## src/rtl/adat_rx_tdm8_tx.sv

```systemverilog
// ADAT frame to 8-slot TDM serializer.
// One decoded ADAT frame (8 x 24-bit channels) is latched on each i_valid.
// The frame is re-emitted as a 256-bit TDM burst: 32-bit slots, MSB-first,
// left-justified, with FSYNC high for the bit period of slot 0 bit 0.
// A second frame can wait in a pending buffer while the current burst shifts.
// If the pending frame is overwritten, o_overrun pulses.
// Loss of lock drops everything back to idle.
`timescale 1ns/1ps

module adat_rx_tdm8_tx #(
  parameter int unsigned BCLK_DIV = 8
) (
  input  logic             i_clk,
  input  logic             i_rst,
  input  logic [7:0][23:0] i_channels,
  input  logic             i_valid,
  input  logic [3:0]       i_valid_channels,
  input  logic             i_locked,
  output logic             o_bclk,
  output logic             o_fsync,
  output logic             o_sdata,
  output logic             o_busy,
  output logic             o_overrun
);

  localparam int unsigned DIV_W = (BCLK_DIV > 2) ? $clog2(BCLK_DIV) : 1;
  localparam logic [DIV_W-1:0] DIV_LAST = DIV_W'(BCLK_DIV - 1);
  localparam logic [DIV_W-1:0] DIV_HALF = DIV_W'(BCLK_DIV / 2);

  typedef enum logic {ST_IDLE, ST_RUN} state_e;

  state_e           state_q, state_d;
  logic [DIV_W-1:0] div_cnt_q, div_cnt_d;
  logic [7:0]       bit_cnt_q, bit_cnt_d;
  logic [7:0][23:0] active_q, active_d;
  logic [3:0]       act_mask_q, act_mask_d;
  logic [7:0][23:0] pend_q, pend_d;
  logic [3:0]       pend_mask_q, pend_mask_d;
  logic             pend_vld_q, pend_vld_d;
  logic             overrun_q, overrun_d;

  logic       take;
  logic       burst_end;
  logic [3:0] in_mask;
  logic [2:0] slot;
  logic [4:0] pos;
  logic [4:0] bit_idx;

  assign take      = i_valid & i_locked;
  assign burst_end = (state_q == ST_RUN) && (bit_cnt_q == 8'hFF) && (div_cnt_q == DIV_LAST);
  assign in_mask   = (i_valid_channels > 4'd8) ? 4'd8 : i_valid_channels;

  // Next-state logic: counters, buffer hand-over, pending/overrun bookkeeping.
  always_comb begin
    // NOTE: every variable gets a default first so no path leaves it unassigned (no latches).
    state_d     = state_q;
    div_cnt_d   = div_cnt_q;
    bit_cnt_d   = bit_cnt_q;
    active_d    = active_q;
    act_mask_d  = act_mask_q;
    pend_d      = pend_q;
    pend_mask_d = pend_mask_q;
    pend_vld_d  = pend_vld_q;
    overrun_d   = 1'b0;

    if (!i_locked) begin
      state_d    = ST_IDLE;
      div_cnt_d  = '0;
      bit_cnt_d  = '0;
      pend_vld_d = 1'b0;
    end else begin
      unique case (state_q)
        ST_IDLE: begin
          if (take) begin
            active_d   = i_channels;
            act_mask_d = in_mask;
            div_cnt_d  = '0;
            bit_cnt_d  = '0;
            state_d    = ST_RUN;
          end
        end
        ST_RUN: begin
          // Bit counter wraps 255 -> 0 on its own, so a chained burst restarts at bit 0.
          if (div_cnt_q == DIV_LAST) begin
            div_cnt_d = '0;
            bit_cnt_d = bit_cnt_q + 8'd1;
          end else begin
            div_cnt_d = div_cnt_q + 1'b1;
          end

          if (burst_end) begin
            if (pend_vld_q) begin
              active_d   = pend_q;
              act_mask_d = pend_mask_q;
              pend_vld_d = take;
              if (take) begin
                pend_d      = i_channels;
                pend_mask_d = in_mask;
              end
            end else if (take) begin
              active_d   = i_channels;
              act_mask_d = in_mask;
            end else begin
              state_d = ST_IDLE;
            end
          end else if (take) begin
            pend_d      = i_channels;
            pend_mask_d = in_mask;
            pend_vld_d  = 1'b1;
            overrun_d   = pend_vld_q;
          end
        end
        default: state_d = ST_IDLE;
      endcase
    end
  end

  // Control state register with asynchronous active-low reset.
  always_ff @(posedge i_clk or negedge i_rst) begin
    // NOTE: sequential state uses non-blocking assignments so every flop samples pre-edge values.
    if (!i_rst) begin
      state_q    <= ST_IDLE;
      div_cnt_q  <= '0;
      bit_cnt_q  <= '0;
      act_mask_q <= '0;
      pend_vld_q <= 1'b0;
      overrun_q  <= 1'b0;
    end else begin
      state_q    <= state_d;
      div_cnt_q  <= div_cnt_d;
      bit_cnt_q  <= bit_cnt_d;
      act_mask_q <= act_mask_d;
      pend_vld_q <= pend_vld_d;
      overrun_q  <= overrun_d;
    end
  end

  // Frame data buffers; contents are only observed while a burst is running.
  always_ff @(posedge i_clk) begin
    // NOTE: data buffers are deliberately not reset; validity is tracked by state_q and pend_vld_q.
    active_q    <= active_d;
    pend_q      <= pend_d;
    pend_mask_q <= pend_mask_d;
  end

  // Serial outputs are decoded from registered counters, so they change only at
  // div_cnt==0 (BCLK falling) and drop to 0 as soon as reset or idle is reached.
  always_comb begin
    slot    = bit_cnt_q[7:5];
    pos     = bit_cnt_q[4:0];
    bit_idx = 5'd23 - pos;
    o_busy  = (state_q == ST_RUN);
    o_bclk  = o_busy && (div_cnt_q >= DIV_HALF);
    o_fsync = o_busy && (bit_cnt_q == 8'd0);
    o_sdata = 1'b0;
    if (o_busy && (pos < 5'd24) && ({1'b0, slot} < act_mask_q)) begin
      o_sdata = active_q[slot][bit_idx];
    end
  end

  assign o_overrun = overrun_q;

endmodule
```

## config.mk

```make
export PLATFORM = sky130hd
export DESIGN_NAME = adat_rx_tdm8_tx
export DESIGN_NICKNAME = d
export VERILOG_FILES = /design/src/rtl/adat_rx_tdm8_tx.sv
export SDC_FILE = /design/constraint.sdc
export NUM_CORES = 1
export LEC_CHECK = 0
export CORE_ASPECT_RATIO = 0.5
export CORE_MARGIN = 2
export CORE_UTILIZATION = 40
export CTS_CLUSTER_DIAMETER = 50
export CTS_CLUSTER_SIZE = 10
export DETAILED_ROUTE_END_ITERATION = 12
export GPL_ROUTABILITY_DRIVEN = 0
export GPL_TIMING_DRIVEN = 0
export PLACE_DENSITY = 0.68
export REMOVE_ABC_BUFFERS = 1
export SLEW_MARGIN = 20
export SYNTH_ARGS = -nofsm -noshare
export SYNTH_HDL_FRONTEND = slang
export SYNTH_SLANG_ARGS = --single-unit
```

## constraint.sdc

```tcl
create_clock -name i_clk -period 12.5 [get_ports i_clk]
set_input_delay 1.875 -clock i_clk [delete_from_list [all_inputs] [get_ports i_clk]]
set_output_delay 1.875 -clock i_clk [all_outputs]
set_load 0.02 [all_outputs]
```

==> reports/metrics.csv <==
stage,metric,value,unit
run_status,status,finished clean,
floorplanning,# rows,55,
critical_path,CP Buf/Inv Count,2,
critical_path,Worst R2R Start,bit_cnt_q[0],
route,Initial DRT Pass Iterations,5,
route,DRC,0,
clock_tree,# resized after CTS,0,
global_routing,GRT Resource Usage Total,18.3,%
power,pwr dens,139,mW/mm2
job,maxcap violations,0,
clock_tree,CTS Buf Count,46,
floorplanning,IO Pins,205,
power,net load switching power,0.691,mW
timing,Hold Slack,0.516,ns
timing,number of endpoints failing setup at the final stage,0,
critical_path,Critical Path Start,bit_cnt_q[5],
placed_design,placed cell count,2020,
timing,RSZ-0062 raised after global routing,false,
route,DRT iter0 DRCs,983,
route,vias per cell,5.33,
timing,Max Freq,165,MHz
power,Seq pwr share,51.5,%
critical_path,Setup crit end kind,primary output,
yosys,Cells after Synth,1279,
yosys,Synth cell types,45,
placed_design,port buffer count,204,
timing,Rel. slew slack,43.4,%
floorplanning,Die Area,0.0473,mm2
power,Int Power,2.47,mW
timing,Final WS setup,6.45,ns
timing,Final min period,6.05,ns
clock_tree,total clock sinks,406,
yosys,sequential share of the synthesized area,66.6,%
hold_path,Hold Crit Start,pend_q[161],
placed_design,placed cell areas,0.0213,mm2
clock_tree,worst skew pair latency,0.55,ns
timing,clk_skew,0.0120,ns
timing,"Slew Viols, Final",0,
finish,Layout Nets,1677,
finish,final instance area,0.0227,mm2
global_routing,largest net degree at the start of global routing,80,
yosys,Mean Syn Cell Area,14.2,um2
global_routing,number of global-route vias before repair,12000,
route,final WL,43.5,mm
route,via count,11200,
power,Combinational Power Share,9.1,%
finish,fin cells,2109,
yosys,Synth warnings,0,
placed_design,post-DP HPWL,29.0,mm
critical_path,crit-path max FO,30,
timing,measured slew at the worst slew-check pin,0.847,ns
clock_tree,root buf cell,clkbuf_16,
power,leakage power,8.11,nW
route,remaining antenna violation count,0,
clock_tree,"Clk pin slew, worst setup/hold paths",0.06,ns
yosys,Seq cells post-synth,406,
finish,"Area growth, synth to finish",25.0,%
power,VDD IR max,0.0000880,V
global_routing,first-pass GRT wire length,68.2,mm
global_routing,initial antenna violation count,4,
critical_path,Worst setup SP type,flip-flop,
placed_design,Setup WS pre-CTS,6.86,ns
power,Pwr Total,3.16,mW
critical_path,Crit Path Category,flip-flop to primary output,
critical_path,"Arr. time, crit path",4.18,ns
timing,final hold vios,0,
hold_path,Hold WC Path Type,flip-flop to flip-flop,
yosys,Post-Syn Area,0.0182,mm2
finish,share of layout cells above drive strength 1,8.76,%
floorplanning,initial core utilization,40.4,%
route,DR WL/cell,20.6,um
global_routing,Congestion Overflow GR,0,
critical_path,Critical Path Max Stage Delay,0.73,ns
timing,final period utilization,48.4,%
critical_path,cell breakdown of the critical path,"buf_16, mux4_2, nor2b_1, a2111oi_0, nor4_1, nor4b_1, o31ai_1, clkdlybuf4s50_1",
power,Clk pwr share,39.4,%
clock_tree,Max Buffers Root-to-Sink,3,
clock_tree,CTS tree,done,
floorplanning,die width,305,um
finish,fillers,3768,
clock_tree,Hold Buf Count CTS,0,
clock_tree,post-CTS setup buffers,0,
floorplanning,CORE AREA,0.0450,mm2
critical_path,CP required,10.62,ns
critical_path,crit path max-delay cell type,a2111oi_0,
floorplanning,Die Span Y,155,um
power,switching portion of total power,21.9,%
critical_path,family with the most delay on the worst path,buffers and inverters,
clock_tree,H-tree depth,2,
[area by class of cell]
type                            count  area (um2)  share of cell area [%]
Inverter                            5        18.8                  0.0826
Clock buffer                       84        1360                    5.98
Multi-Input combinational cell    780        5700                    25.1
Sequential cell                   406       12100                    53.3
Clock inverter                      1        5.00                  0.0220
Antenna cell                        4        10.0                  0.0441
Timing Repair Buffer              231        2760                    12.1
Tap cell                          598         748                    3.29
[final timing paths]
kind	to	slack (ns)	depth (start not counted)
max	o_sdata	6.45	8
min in group asynchronous	o_overrun	1.81	1
min reg2reg	active_q[161]	0.52	2
max in group asynchronous	bit_cnt_q[5]	10.07	1
min	active_q[161]	0.52	2
max reg2reg	active_q[145]	9.14	6
[power by group through the flow]
stage | registers, mW | logic, mW | clock network [mW]
detailed placement | 1.66 | 0.290 | 0
global route | 1.64 | 0.315 | 1.33
finish | 1.63 | 0.288 | 1.24
global placement | 1.69 | 0.299 | 0
floorplan | 1.66 | 0.179 | 0
CTS | 1.63 | 0.290 | 1.27
[registers in the layout, indices dropped and copies added (netlist names)]
name         flops
div_cnt_q        3
active_q       192
pend_q         192
pend_mask_q      4
o_busy           1
pend_vld_q       1
o_overrun        1
act_mask_q       4
bit_cnt_q        8
[synth_stat cells (all sizes together)]
| master | number | area share (%) |
|---|---|---|
| mux4 | 42 | 5.2 |
| nor3 | 1 | 0.028 |
| clkbuf | 63 | 1.3 |
| nand3 | 12 | 0.33 |
| and3 | 1 | 0.034 |
| o2111ai | 1 | 0.048 |
| nor2 | 14 | 0.29 |
| edfxtp | 388 | 64 |
| nor4b | 1 | 0.048 |
| a211oi | 2 | 0.083 |
| a2bb2oi | 4 | 0.19 |
| nor4 | 2 | 0.069 |
| a21boi | 3 | 0.12 |
| o211ai | 1 | 0.041 |
| buf | 25 | 0.77 |
| a21o | 1 | 0.041 |
| o31a | 1 | 0.048 |
| nor2b | 11 | 0.38 |
| o21ai | 195 | 5.4 |
| o22ai | 5 | 0.17 |
| a221oi | 3 | 0.14 |
| ha | 7 | 0.48 |
| xor2 | 3 | 0.14 |
| or2 | 1 | 0.034 |
| xnor2 | 3 | 0.14 |
| o31ai | 1 | 0.041 |
| inv | 5 | 0.10 |
| mux2i | 215 | 12 |
| mux2 | 4 | 0.25 |
| nand4 | 1 | 0.034 |
| nor3b | 1 | 0.041 |
| nand2 | 212 | 4.4 |
| nand2b | 5 | 0.17 |
| dfrtp | 18 | 2.5 |
| a21oi | 2 | 0.055 |
| a2111oi | 2 | 0.096 |
| or4 | 2 | 0.083 |
| a311oi | 1 | 0.048 |
| a31oi | 3 | 0.10 |
| and2 | 7 | 0.24 |
| a22oi | 10 | 0.41 |
[stage by stage]
step	utilization [%]	setup TNS, ns
after floorplan	-	-2845.91
after global placement	45.7	-7611.93
after detailed placement	47.4	0
after CTS	50.4	0
after global routing	50.5	0
final	50.5	0
[cell families after synthesis]
logic type	after synthesis	synth area share, %
flip-flops	406	66.6
AND/OR/NAND/NOR	271	6.16
multiplexers	261	17.3
AO/OA/AOI/OAI	235	7.02
buffers and inverters	93	2.18
adder cells (fa/ha/maj)	7	0.482
XOR/XNOR	6	0.289
[worst register-to-register path: cells and delay by family, from the launching register on]
kind / cells / cell delay [ns]
buffers and inverters: 1 / 0.37
flip-flops: 1 / 0.81
adder cells (fa/ha/maj): 1 / 0.29
AND/OR/NAND/NOR: 4 / 1.52
[routing by layer]
metal / track usage (%) / up-vias / routed length [um]
li1: - / 5281 / -
met1: 22.7 / 5661 / 17700
met2: 33.1 / 228 / 23200
met3: 2.86 / 70 / 1620
met4: 5.84 / 0 / 913
met5: 0 / - / 0
[layout by cell type (no fill, tap or decap), drive strengths merged, types with 3 or more instances in the layout]
| master | netlist | final |
|---|---|---|
| mux2i | 215 | 215 |
| o21ai | 195 | 195 |
| nor2b | 11 | 11 |
| and2 | 7 | 7 |
| nand3 | 12 | 12 |
| mux4 | 42 | 42 |
| nand2 | 212 | 212 |
| nand2b | 5 | 5 |
| xnor2 | 3 | 3 |
| o22ai | 5 | 5 |
| nor2 | 14 | 14 |
| a21boi | 3 | 3 |
| diode | 0 | 4 |
| a22oi | 10 | 10 |
| inv | 5 | 5 |
| a2bb2oi | 4 | 4 |
| ha | 7 | 7 |
| mux2 | 4 | 4 |
| dfrtp | 18 | 18 |
| buf | 25 | 27 |
| edfxtp | 388 | 388 |
| a221oi | 3 | 3 |
| a31oi | 3 | 3 |
| clkdlybuf4s50 | 0 | 204 |
| clkbuf | 63 | 84 |
| xor2 | 3 | 3 |
No activity file was read; power rests on OpenSTA's default activity.
